File: src/rtl/button_periph_pkg.sv
// Shared constants for the button/RGB peripheral: register offsets,
// RGB555 field positions and the ID word helper.
package btn_periph_pkg;

  localparam int OFS_STATUS = 0;
  localparam int OFS_EVENTS = 1;
  localparam int OFS_MASK   = 2;
  localparam int OFS_ID     = 3;
  localparam int OFS_LED0   = 4;

  localparam int RGB_R_HI = 14;
  localparam int RGB_R_LO = 10;
  localparam int RGB_G_HI = 9;
  localparam int RGB_G_LO = 5;
  localparam int RGB_B_HI = 4;
  localparam int RGB_B_LO = 0;

  // ID register packs {NUM_LEDS[3:0], NUM_BUTTONS[4:0]}
  function automatic int idWord(input int numLeds, input int numButtons);
    return ((numLeds % 16) << 5) | (numButtons % 32);
  endfunction

endpackage

File: src/rtl/button_periph_debounce.sv
// One button channel: two-flop synchroniser, stability counter and a
// pulse that is high in the cycle the debounced level is about to rise.
module button_debounce
  import btn_periph_pkg::*;
#(
  parameter int DEBOUNCE_CYCLES = 50000
) (
  input  logic clk,
  input  logic rst,
  input  logic raw,
  output logic level,
  output logic rise
);

  localparam int CW = $clog2(DEBOUNCE_CYCLES + 1);
  localparam logic [CW-1:0] LAST = CW'(DEBOUNCE_CYCLES - 1);

  logic          sync1_q, sync2_q;
  logic          level_q, level_d;
  logic [CW-1:0] cnt_q, cnt_d;

  // The counter only runs while the synchronised input disagrees with the
  // debounced level, so any bounce back to agreement restarts the count.
  always_comb begin
    level_d = level_q;
    cnt_d   = '0;
    if (sync2_q != level_q) begin
      if (cnt_q == LAST) begin
        level_d = sync2_q;
      end else begin
        cnt_d = cnt_q + CW'(1);
      end
    end
  end

  always_ff @(posedge clk or posedge rst) begin
    if (rst) begin
      sync1_q <= 1'b0;
      sync2_q <= 1'b0;
      level_q <= 1'b0;
      cnt_q   <= '0;
    end else begin
      sync1_q <= raw;
      sync2_q <= sync1_q;
      level_q <= level_d;
      cnt_q   <= cnt_d;
    end
  end

  assign level = level_q;
  assign rise  = level_d & ~level_q;

endmodule

File: src/rtl/button_periph.sv
// Memory-mapped button/RGB peripheral: debounced buttons, sticky W1C press
// events, masked interrupt and RGB555 colour registers with load strobes.
module button_periph
  import btn_periph_pkg::*;
#(
  parameter int                    DATA_WIDTH      = 16,
  parameter int                    ADDR_WIDTH      = 16,
  parameter logic [ADDR_WIDTH-1:0] BASE_ADDR       = 16'hC000,
  parameter int                    NUM_BUTTONS     = 8,
  parameter int                    NUM_LEDS        = 2,
  parameter int                    DEBOUNCE_CYCLES = 50000
) (
  input  logic                    clk,
  input  logic                    rst,
  input  logic                    en,
  input  logic                    we,
  input  logic                    re,
  input  logic [ADDR_WIDTH-1:0]   write_addr,
  input  logic [ADDR_WIDTH-1:0]   read_addr,
  input  logic [DATA_WIDTH-1:0]   data,
  output logic [DATA_WIDTH-1:0]   q,
  input  logic [NUM_BUTTONS-1:0]  buttons_raw,
  output logic                    irq,
  output logic [15*NUM_LEDS-1:0]  led_rgb,
  output logic [NUM_LEDS-1:0]     led_set
);

  localparam int ID_VAL = idWord(NUM_LEDS, NUM_BUTTONS);

  logic [NUM_BUTTONS-1:0]      level, rise;
  logic [NUM_BUTTONS-1:0]      events_q, events_d, mask_q, mask_d;
  logic [NUM_LEDS-1:0][14:0]   led_q, led_d;
  logic [NUM_LEDS-1:0]         ledSet_q, ledSet_d;
  logic [DATA_WIDTH-1:0]       q_q, q_d;
  logic                        irq_q, irq_d;
  logic [ADDR_WIDTH-1:0]       wrOfs, rdOfs;
  logic                        wrEn, rdEn;
  logic                        unused_data;

  for (genvar i = 0; i < NUM_BUTTONS; i++) begin : g_deb
    button_debounce #(.DEBOUNCE_CYCLES(DEBOUNCE_CYCLES)) u_deb (
      .clk   (clk),
      .rst   (rst),
      .raw   (buttons_raw[i]),
      .level (level[i]),
      .rise  (rise[i])
    );
  end

  // Addresses below the base are rejected so the offset never wraps.
  assign wrOfs = write_addr - BASE_ADDR;
  assign rdOfs = read_addr - BASE_ADDR;
  assign wrEn  = en & we & (write_addr >= BASE_ADDR);
  assign rdEn  = en & re & (read_addr >= BASE_ADDR);

  always_comb begin
    events_d = events_q;
    mask_d   = mask_q;
    led_d    = led_q;
    ledSet_d = '0;
    if (wrEn) begin
      if (wrOfs == ADDR_WIDTH'(OFS_EVENTS)) events_d = events_q & ~data[NUM_BUTTONS-1:0];
      if (wrOfs == ADDR_WIDTH'(OFS_MASK))   mask_d   = data[NUM_BUTTONS-1:0];
      for (int k = 0; k < NUM_LEDS; k++) begin
        if (wrOfs == ADDR_WIDTH'(OFS_LED0 + k)) begin
          led_d[k]    = data[RGB_R_HI:RGB_B_LO];
          ledSet_d[k] = 1'b1;
        end
      end
    end
    // A new press is OR-ed in after the clear so it cannot be lost.
    events_d = events_d | rise;
    irq_d    = |(events_q & mask_q);
  end

  always_comb begin
    q_d = '0;
    if (rdEn) begin
      if (rdOfs == ADDR_WIDTH'(OFS_STATUS)) q_d[NUM_BUTTONS-1:0] = level;
      if (rdOfs == ADDR_WIDTH'(OFS_EVENTS)) q_d[NUM_BUTTONS-1:0] = events_q;
      if (rdOfs == ADDR_WIDTH'(OFS_MASK))   q_d[NUM_BUTTONS-1:0] = mask_q;
      if (rdOfs == ADDR_WIDTH'(OFS_ID))     q_d = DATA_WIDTH'(ID_VAL);
      for (int k = 0; k < NUM_LEDS; k++) begin
        if (rdOfs == ADDR_WIDTH'(OFS_LED0 + k)) q_d[14:0] = led_q[k];
      end
    end
  end

  always_ff @(posedge clk or posedge rst) begin
    if (rst) begin
      events_q <= '0;
      mask_q   <= '0;
      led_q    <= '0;
      ledSet_q <= '0;
      q_q      <= '0;
      irq_q    <= 1'b0;
    end else begin
      events_q <= events_d;
      mask_q   <= mask_d;
      led_q    <= led_d;
      ledSet_q <= ledSet_d;
      q_q      <= q_d;
      irq_q    <= irq_d;
    end
  end

  assign q           = q_q;
  assign irq         = irq_q;
  assign led_rgb     = led_q;
  assign led_set     = ledSet_q;
  assign unused_data = ^data;

endmodule
File: config.mk
export PLATFORM = sky130hd
export DESIGN_NAME = button_periph
export DESIGN_NICKNAME = d
export VERILOG_FILES = /design/src/rtl/button_periph_pkg.sv /design/src/rtl/button_periph_debounce.sv /design/src/rtl/button_periph.sv
export SDC_FILE = /design/constraint.sdc
export NUM_CORES = 1
export LEC_CHECK = 0
export CAP_MARGIN = 5
export CORE_ASPECT_RATIO = 1.2
export CORE_MARGIN = 8
export CORE_UTILIZATION = 61
export CTS_CLUSTER_DIAMETER = 200
export DETAILED_ROUTE_END_ITERATION = 10
export PLACE_DENSITY = 0.87
export SYNTH_ARGS = -nofsm -noshare
export SYNTH_HDL_FRONTEND = slang
export SYNTH_HIERARCHICAL = 1
export SYNTH_SLANG_ARGS = --single-unit
File: constraint.sdc
create_clock -name clk -period 5.1 [get_ports clk]
set_clock_uncertainty 0.2 [all_clocks]
set_input_delay 0.51 -clock clk [delete_from_list [all_inputs] [get_ports clk]]
set_output_delay 0.51 -clock clk [all_outputs]
set_load 0.01 [all_outputs]
==> results of run 1 <==
## area by class of cell
type                            count  share of cell area (%)
Clock inverter                     11                    1.12
Inverter                           49                    1.49
Tap cell                          216                    2.20
Clock buffer                       28                    5.15
Multi-Input combinational cell    649                    37.3
Sequential cell                   216                    43.9
Timing Repair Buffer              109                    8.82
## layout by cell type (no fill, tap or decap), drive strengths merged, types with 15 or more instances in the layout
| cell | synthesis | final |
|---|---|---|
| nor4bb | 17 | 17 |
| nand2 | 36 | 36 |
| nand3 | 44 | 44 |
| mux2i | 15 | 15 |
| dfrtp | 216 | 216 |
| mux2 | 46 | 46 |
| inv | 49 | 49 |
| nand4 | 38 | 38 |
| nor4 | 32 | 32 |
| xnor2 | 88 | 88 |
| clkbuf | 4 | 28 |
| and3 | 16 | 16 |
| clkdlybuf4s50 | 0 | 107 |
| xor2 | 24 | 24 |
| nor2 | 147 | 147 |
| nor3 | 41 | 41 |
## flip-flops by register name (all words and copies together), names as in the netlist
| register | count |
|---|---|
| irq | 1 |
| g_deb.u_deb/sync2_q | 8 |
| q | 15 |
| led_rgb | 30 |
| led_set | 2 |
| events_q | 8 |
| g_deb.u_deb/cnt_q | 128 |
| g_deb.u_deb/sync1_q | 8 |
| g_deb.u_deb/level | 8 |
| mask_q | 8 |
## cell usage after synthesis (20+ instances only)
cell	count
nor2_1	145
xor2_1	24
nand3_1	36
dfrtp_1	216
xnor2_1	88
nor3_1	41
inv_1	49
mux2_2	28
nand2_1	28
nor4_1	27
nand4_1	20
## per-layer routing
| layer | wire length, um | share of wire, % | global-route usage, % | up-vias |
|---|---|---|---|---|
| met5 | 27 | 0.12 | 0 | - |
| met4 | 740 | 3.2 | 8.84 | 4 |
| met3 | 1370 | 5.9 | 4.79 | 58 |
| met2 | 11500 | 49 | 39.0 | 213 |
| met1 | 9630 | 41 | 26.8 | 3688 |
| li1 | - | - | - | 3508 |
## report_power, final
part	switching, mW	leakage, nW	internal, mW
clock network	0.656	0.376	1.03
registers	0.0208	2.96	1.74
logic	0.0962	1.84	0.0688
total	0.773	5.18	2.83
## per-stage QoR
stage	hold slack [ps]	std cells	total power, mW
detailed placement	136	1239	1.95
floorplan	131	932	1.87
finish	147	1278	3.61
CTS	150	1278	3.64
global placement	133	1239	1.95
global route	162	1278	3.73
## critical path, delay by kind of cell
| family | cells | cell delay, ps |
|---|---|---|
| buffers and inverters | 1 | 480 |
| muxes | 1 | 430 |
| and+or+nand+nor | 3 | 1810 |
## kinds of logic after synthesis
logic type | after synthesis | synth area share, %
buf+inv | 67 | 2.73
fa+ha+maj | 8 | 0.974
other cells | 1 | 0.0365
simple gates | 420 | 24.0
mux | 61 | 6.87
flops | 216 | 52.6
xor+xnor | 112 | 9.55
compound gates | 47 | 3.26
## worst min path at each step
| stage | depth (start not counted) | end | slack, ps | from |
|---|---|---|---|---|
| after floorplan | 0 | g_deb[0].u_deb/sync2_q | 130 | g_deb[0].u_deb/sync1_q |
| after global placement | 0 | g_deb[1].u_deb/sync2_q | 130 | g_deb[1].u_deb/sync1_q |
| after detailed placement | 0 | g_deb[1].u_deb/sync2_q | 140 | g_deb[1].u_deb/sync1_q |
| after CTS | 0 | g_deb[1].u_deb/sync2_q | 150 | g_deb[1].u_deb/sync1_q |
| after global routing | 0 | g_deb[6].u_deb/sync2_q | 160 | g_deb[6].u_deb/sync1_q |
| final | 0 | g_deb[1].u_deb/sync2_q | 150 | g_deb[1].u_deb/sync1_q |
==> flow_summary.rst, run 1 <==
.. list-table::
   :header-rows: 1

   * - Metric
     - Value
   * - Asr flop ratio synth
     - 100%
   * - Via count
     - 7,471
   * - Flip-flop and latch count after synthesis
     - 216
   * - TritonCTS buffer count
     - 22
   * - Cell count after synthesis
     - 932
   * - Fillers
     - 1,095
   * - Critical Path End
     - led_rgb[13]
   * - Maximum fanout along the worst path
     - 15
   * - Leakage power summed over all cells
     - 5.18 nW
   * - Endpoint type of the worst setup path
     - register
   * - Number of buffers inserted by hold repair at cts
     - 0
   * - CTS tree
     - yes
   * - Remaining global-route overflow
     - 0
   * - Max Cap Viol
     - 0
   * - Power per cell area
     - 293 nW/um2
   * - Number of post-CTS setup repair buffers
     - 0
   * - Via count of the first global-routing pass
     - 7,817
   * - All-layer global routing usage
     - 22.5%
   * - Detailed-route DRC error count
     - 0
   * - Clock tree root buffer cell
     - clkbuf_16
   * - Area occupied by multi-input gates
     - 4590 um2
   * - Number of primary I/O pins
     - 110
   * - Vias/cell
     - 5.85
   * - Total die area
     - 21,300 um2
   * - Transition time at the pin with the least slew margin
     - 1120 ps
   * - Total of endpoints with negative setup slack in the final report
     - 0
   * - Vert. Die Dim
     - 158 um
   * - Clk pin slew, worst setup/hold paths
     - 60 ps
   * - Overall routed net length
     - 23,300 um
   * - Data required time at the worst endpoint
     - 5270 ps
   * - Synth-to-Final Area Change
     - 19.8%
   * - Placement-stage worst setup slack
     - 1550 ps
   * - Critical Setup Path Class
     - input port to register
   * - Startpoint of the lowest-slack register-to-register path
     - g_deb[3].u_deb/cnt_q[7]
   * - Count of antenna-violating nets left after detailed routing
     - 0
   * - Post-place instance area
     - 11,500 um2
   * - Effective utilization at floorplan
     - 61.7%
   * - Sequential area share after synthesis
     - 52.6%
   * - Initial antenna violation count
     - 2
   * - Startpoint type of the worst setup path
     - input port
   * - Maximum vdd ir drop
     - 0.407 mV
   * - Slew HR
     - 24.9%
   * - Unrepaired setup endpoints after global routing
     - no
   * - Insertion delay to the later sink of the worst-skew pair
     - 500 ps
   * - Synthesis Warnings
     - 6
   * - Iteration count of the initial detailed-routing pass
     - 7
   * - Leading area contributor after synthesis
     - dfrtp_1
   * - Global-route wire length before repair
     - 38,900 um
   * - Weighted congestion reported at the end of routability-driven placement
     - 0.837
   * - Starting DRC count in detailed routing
     - 432
   * - Netlist cell types
     - 51
   * - Crit path setup slack, layout
     - 2030 ps
   * - Minimum clock period
     - 3070 ps
   * - Number of levels in the clock H-tree
     - 1
   * - Overall die width
     - 134 um
   * - Routed length per instance
     - 18.2 um
   * - Critical path origin
     - write_addr[1]
   * - Main synth FF type
     - dfrtp_1
   * - Pin count of the biggest net entering global routing
     - 42
   * - Post-Syn Nets
     - 1,001
   * - Sinks on the clock net
     - 216
   * - Port-buffer cells
     - 107
   * - Final cell area excluding filler cells
     - 12,300 um2
   * - Number of gates given a new drive strength after cts
     - 0
   * - Antenna Cells
     - 0
   * - Sum Neg Setup Slack
     - 0 ps
   * - Longest Clk Path Bufs
     - 3
   * - Final number of max-transition violations
     - 0
   * - Final net count
     - 1,116
   * - Cells taking the most area after synthesis
     - dfrtp_1 53%, xnor2_1 7.5%, nor2_1 5.3%
   * - Average instance area after synthesis
     - 11.0 um2
   * - Sequential standard cell area
     - 5410 um2
   * - Detailed placer's ending HPWL
     - 16,100 um
   * - Result of the run
     - finished, final reports clean
   * - Hold Vio Cnt, Final
     - 0
   * - Top achievable clock speed
     - 0.325 GHz
   * - Share of Yosys cell area claimed by the top area cell type
     - 52.6%
   * - Cell count of the worst reg-to-reg path
     - 4
   * - Critical-path top delay cell
     - nor3b_4
   * - Min-Delay Path Class
     - register to register
   * - Final core utilization
     - 73.9%
   * - Cell area after synthesis
     - 10,300 um2
   * - Final worst path period share
     - 60.2%
   * - Capture point of the worst reg-to-reg path
     - g_deb[3].u_deb/cnt_q[14]
   * - Highest cell delay on the worst timing path
     - 980 ps
   * - R2R Setup Slk
     - 3130 ps
   * - Proportion of layout cells with a drive suffix above 1
     - 12.0%
   * - Endpoint arrival time on the critical path
     - 3250 ps
   * - Crit-path cells
     - clkdlybuf4s50_1, nor4_2, nand4_4, nor3b_4, mux2_2
   * - Site Rows
     - 52
   * - Count of flip-flops with a built-in enable after synthesis
     - 0
   * - Area of the core
     - 16,700 um2
(Power assumes the default switching activity.)
==> inputs of run 2 (changes only) <==
--- a/config.mk
+++ b/config.mk
@@ -8,10 +8,10 @@
 export CAP_MARGIN = 5
 export CORE_ASPECT_RATIO = 1.2
 export CORE_MARGIN = 8
-export CORE_UTILIZATION = 61
+export CORE_UTILIZATION = 51
 export CTS_CLUSTER_DIAMETER = 200
 export DETAILED_ROUTE_END_ITERATION = 10
-export PLACE_DENSITY = 0.87
+export PLACE_DENSITY = 0.78
 export SYNTH_ARGS = -nofsm -noshare
 export SYNTH_HDL_FRONTEND = slang
 export SYNTH_HIERARCHICAL = 1
==> constraint.sdc (replaced) <==
create_clock -name clk -period 2.8 [get_ports clk]
set_clock_uncertainty 0.2 [all_clocks]
set_input_delay 0.28 -clock clk [delete_from_list [all_inputs] [get_ports clk]]
set_output_delay 0.28 -clock clk [all_outputs]
set_load 0.01 [all_outputs]
==> run 2 against run 1 <==
Compared with the run above: clock-buffer cell count is 3 higher; final area rose by 1.5%; sequential share of layout area shrank 0.66 points; clock power increased by 81%; via count is 2.0% lower; combinational power grew 85%; worst hold slack got worse by 130 ps; critical path type is now register to output port.
==> flow_summary.rst, run 2 (synthesis gave the netlist of run 1 again) <==
.. list-table::
   :header-rows: 1

   * - Metric
     - Value
   * - Result of the run
     - finished, final reports clean
   * - Pin count of the biggest net entering global routing
     - 65 (+55%)
   * - Crit path setup slack, layout
     - 768 ps (-1260 ps)
   * - Number of gates given a new drive strength after cts
     - 0 (unchanged)
   * - Effective utilization at floorplan
     - 51.3% (-10 points)
   * - Iteration count of the initial detailed-routing pass
     - 5 (-2)
   * - Top achievable clock speed
     - 0.492 GHz
   * - Site Rows
     - 57 (+9.6%)
   * - Startpoint type of the worst setup path
     - register
   * - Via count of the first global-routing pass
     - 7,592 (-2.9%)
   * - Hold Vio Cnt, Final
     - 0 (unchanged)
   * - Total die area
     - 25,000 um2 (+17%)
   * - Overall routed net length
     - 22,600 um (-3.1%)
   * - Proportion of layout cells with a drive suffix above 1
     - 12.8% (+0.88 points)
   * - Transition time at the pin with the least slew margin
     - 728 ps (-397 ps)
   * - Starting DRC count in detailed routing
     - 467 (+8.1%)
   * - Endpoint type of the worst setup path
     - output port
   * - Min-Delay Path Class
     - input port to register
   * - Leading cell types in the layout, fill and taps excluded
     - 216 x dfrtp_1, 145 x nor2_1, 107 x clkdlybuf4s50_1, 88 x xnor2_1, 48 x inv_1
   * - Vert. Die Dim
     - 171 um (+8.4%)
   * - Critical Setup Path Class
     - register to output port
   * - Longest Clk Path Bufs
     - 3 (unchanged)
   * - Clk pin slew, worst setup/hold paths
     - 60 ps (about the same)
   * - Cell count of the worst reg-to-reg path
     - 4 (unchanged)
   * - Leakage power summed over all cells
     - 5.25 nW (+1.3%)
   * - Total of endpoints with negative setup slack in the final report
     - 0 (unchanged)
   * - Detailed placer's ending HPWL
     - 16,100 um (about the same)
   * - Critical-path top delay cell
     - clkdlybuf4s50_1
   * - R2R Setup Slk
     - 890 ps (-2240 ps)
   * - Detailed-route DRC error count
     - 0 (unchanged)
   * - Share of total power consumed by net switching
     - 21.4% (about the same)
   * - Port-buffer cells
     - 107 (unchanged)
   * - TritonCTS buffer count
     - 22 (unchanged)
   * - All-layer global routing usage
     - 18.3% (-4.2 points)
   * - Clock Power Share
     - 46.7% (about the same)
   * - CTS tree
     - yes
   * - Internal power summed over all cells
     - 5.16 mW (+82%)
   * - Final net count
     - 1,128 (+1.1%)
   * - Overall die width
     - 146 um (+8.2%)
   * - Capture point of the worst reg-to-reg path
     - g_deb[5].u_deb/cnt_q[14]
   * - Sw power
     - 1.41 mW (+82%)
   * - Unrepaired setup endpoints after global routing
     - no
   * - Slew HR
     - 51.4% (+26 points)
   * - Clock tree root buffer cell
     - clkbuf_16
   * - Minimum clock period
     - 2030 ps
   * - Count of antenna-violating nets left after detailed routing
     - 0 (unchanged)
   * - Sinks on the clock net
     - 216 (unchanged)
   * - Cell type group with the largest total delay on the critical path
     - buffers and inverters
   * - Routed length per instance
     - 16.8 um (-7.6%)
   * - Data required time at the worst endpoint
     - 2320 ps (-2950 ps)
   * - Buffers plus inverters on the worst setup path
     - 1 (unchanged)
   * - Hold endpoint
     - g_deb[6].u_deb/sync1_q
   * - Maximum fanout along the worst path
     - 3 (-12)
   * - Comb pwr share
     - 4.7% (about the same)
   * - Area of the core
     - 20,000 um2 (+20%)
   * - Most frequent standard cell in the layout excluding fill and tap cells
     - dfrtp_1
   * - Maximum vdd ir drop
     - 0.357 mV (-12%)
   * - Sum Neg Setup Slack
     - 0 ps (unchanged)
   * - Remaining global-route overflow
     - 0 (unchanged)
   * - Via count
     - 7,323 (-2.0%)
   * - Initial antenna violation count
     - 2 (unchanged)
   * - Number of levels in the clock H-tree
     - 1 (unchanged)
   * - Antenna Cells
     - 0 (unchanged)
   * - Highest cell delay on the worst timing path
     - 590 ps (-390 ps)
   * - Final core utilization
     - 62.4% (-12 points)
   * - Final number of max-transition violations
     - 0 (unchanged)
   * - Crit-path cells
     - clkdlybuf4s50_1
   * - Startpoint of the lowest-slack register-to-register path
     - g_deb[5].u_deb/cnt_q[7]
   * - Biggest register
     - g_deb.u_deb/cnt_q
   * - Global-route wire length before repair
     - 38,100 um (-2.1%)
   * - Insertion delay to the later sink of the worst-skew pair
     - 500 ps (about the same)
   * - Hold_sp
     - buttons_raw[6]
   * - Endpoint arrival time on the critical path
     - 1550 ps (-1700 ps)
   * - Final worst path period share
     - 72.6%
   * - Placement-stage worst setup slack
     - 313 ps (-1240 ps)
   * - Power per cell area
     - 526 nW/um2 (+79%)
   * - Post-place instance area
     - 11,700 um2 (+1.4%)
   * - Vias/cell
     - 5.46 (-6.5%)
   * - Synth-to-Final Area Change
     - 21.6%
   * - Max FFs per register
     - 128 (unchanged)
   * - Proportion of power drawn by flip-flops and latches
     - 48.7% (about the same)
   * - Final cell area excluding filler cells
     - 12,500 um2 (+1.5%)
   * - Number of primary I/O pins
     - 110 (unchanged)
   * - Max Cap Viol
     - 0 (unchanged)
   * - Cell depth of the worst min-delay path
     - 1 (+1)
   * - Weighted congestion reported at the end of routability-driven placement
     - 0.814 (-2.8%)
run 2: area by class of cell:
| cell class | instances | area, um2 |
|---|---|---|
| inverters | 49 | 184 |
| multi-input cells | 649 | 4590 |
| clock buffers | 31 | 676 |
| flip-flops and latches | 216 | 5410 |
| fillers | 1556 | 7540 |
| repair buffers | 121 | 1210 |
| clock inverters | 9 | 103 |
| well taps | 265 | 332 |
run 2: repair_timing:
item,CTS,global route
hold buffers,2,0
setup buffers,0,0
hold endpoints to repair,2,0
run 2: worst max path at each step:
stage / startpoint / to / cells after the start
floorplan: rst / events_q[0] / 1
global placement: write_addr[1] / led_rgb[12] / 6
detailed placement: write_addr[1] / led_rgb[11] / 6
CTS: led_rgb[20] / led_rgb[20] / 1
global route: led_rgb[19] / led_rgb[19] / 1
finish: led_rgb[19] / led_rgb[19] / 1
run 2: routing by layer:
layer  GRT usage [%]  part of all wire (%)
met1            23.1                    44
met2            32.0                    49
met3            3.58                   5.1
met4            4.67                   1.4
met5               0                  0.12
run 2: through the flow:
stage	std cells	hold WS, ps	total power [mW]
5_1_grt	1340	4.83	6.81
3_3_place_gp	1298	132	3.55
6_report	1340	15.1	6.57
4_1_cts	1340	1.24	6.64
3_5_place_dp	1298	136	3.56
2_1_floorplan	932	31.1	3.40
run 2: power groups by stage:
stage          Sequential, mW  Clock, mW  Combinational, mW
3_3_place_gp             3.25          0              0.301
5_1_grt                  3.20       3.27              0.341
2_1_floorplan            3.25          0              0.154
6_report                 3.20       3.06              0.305
3_5_place_dp             3.25          0              0.308
4_1_cts                  3.20       3.13              0.312
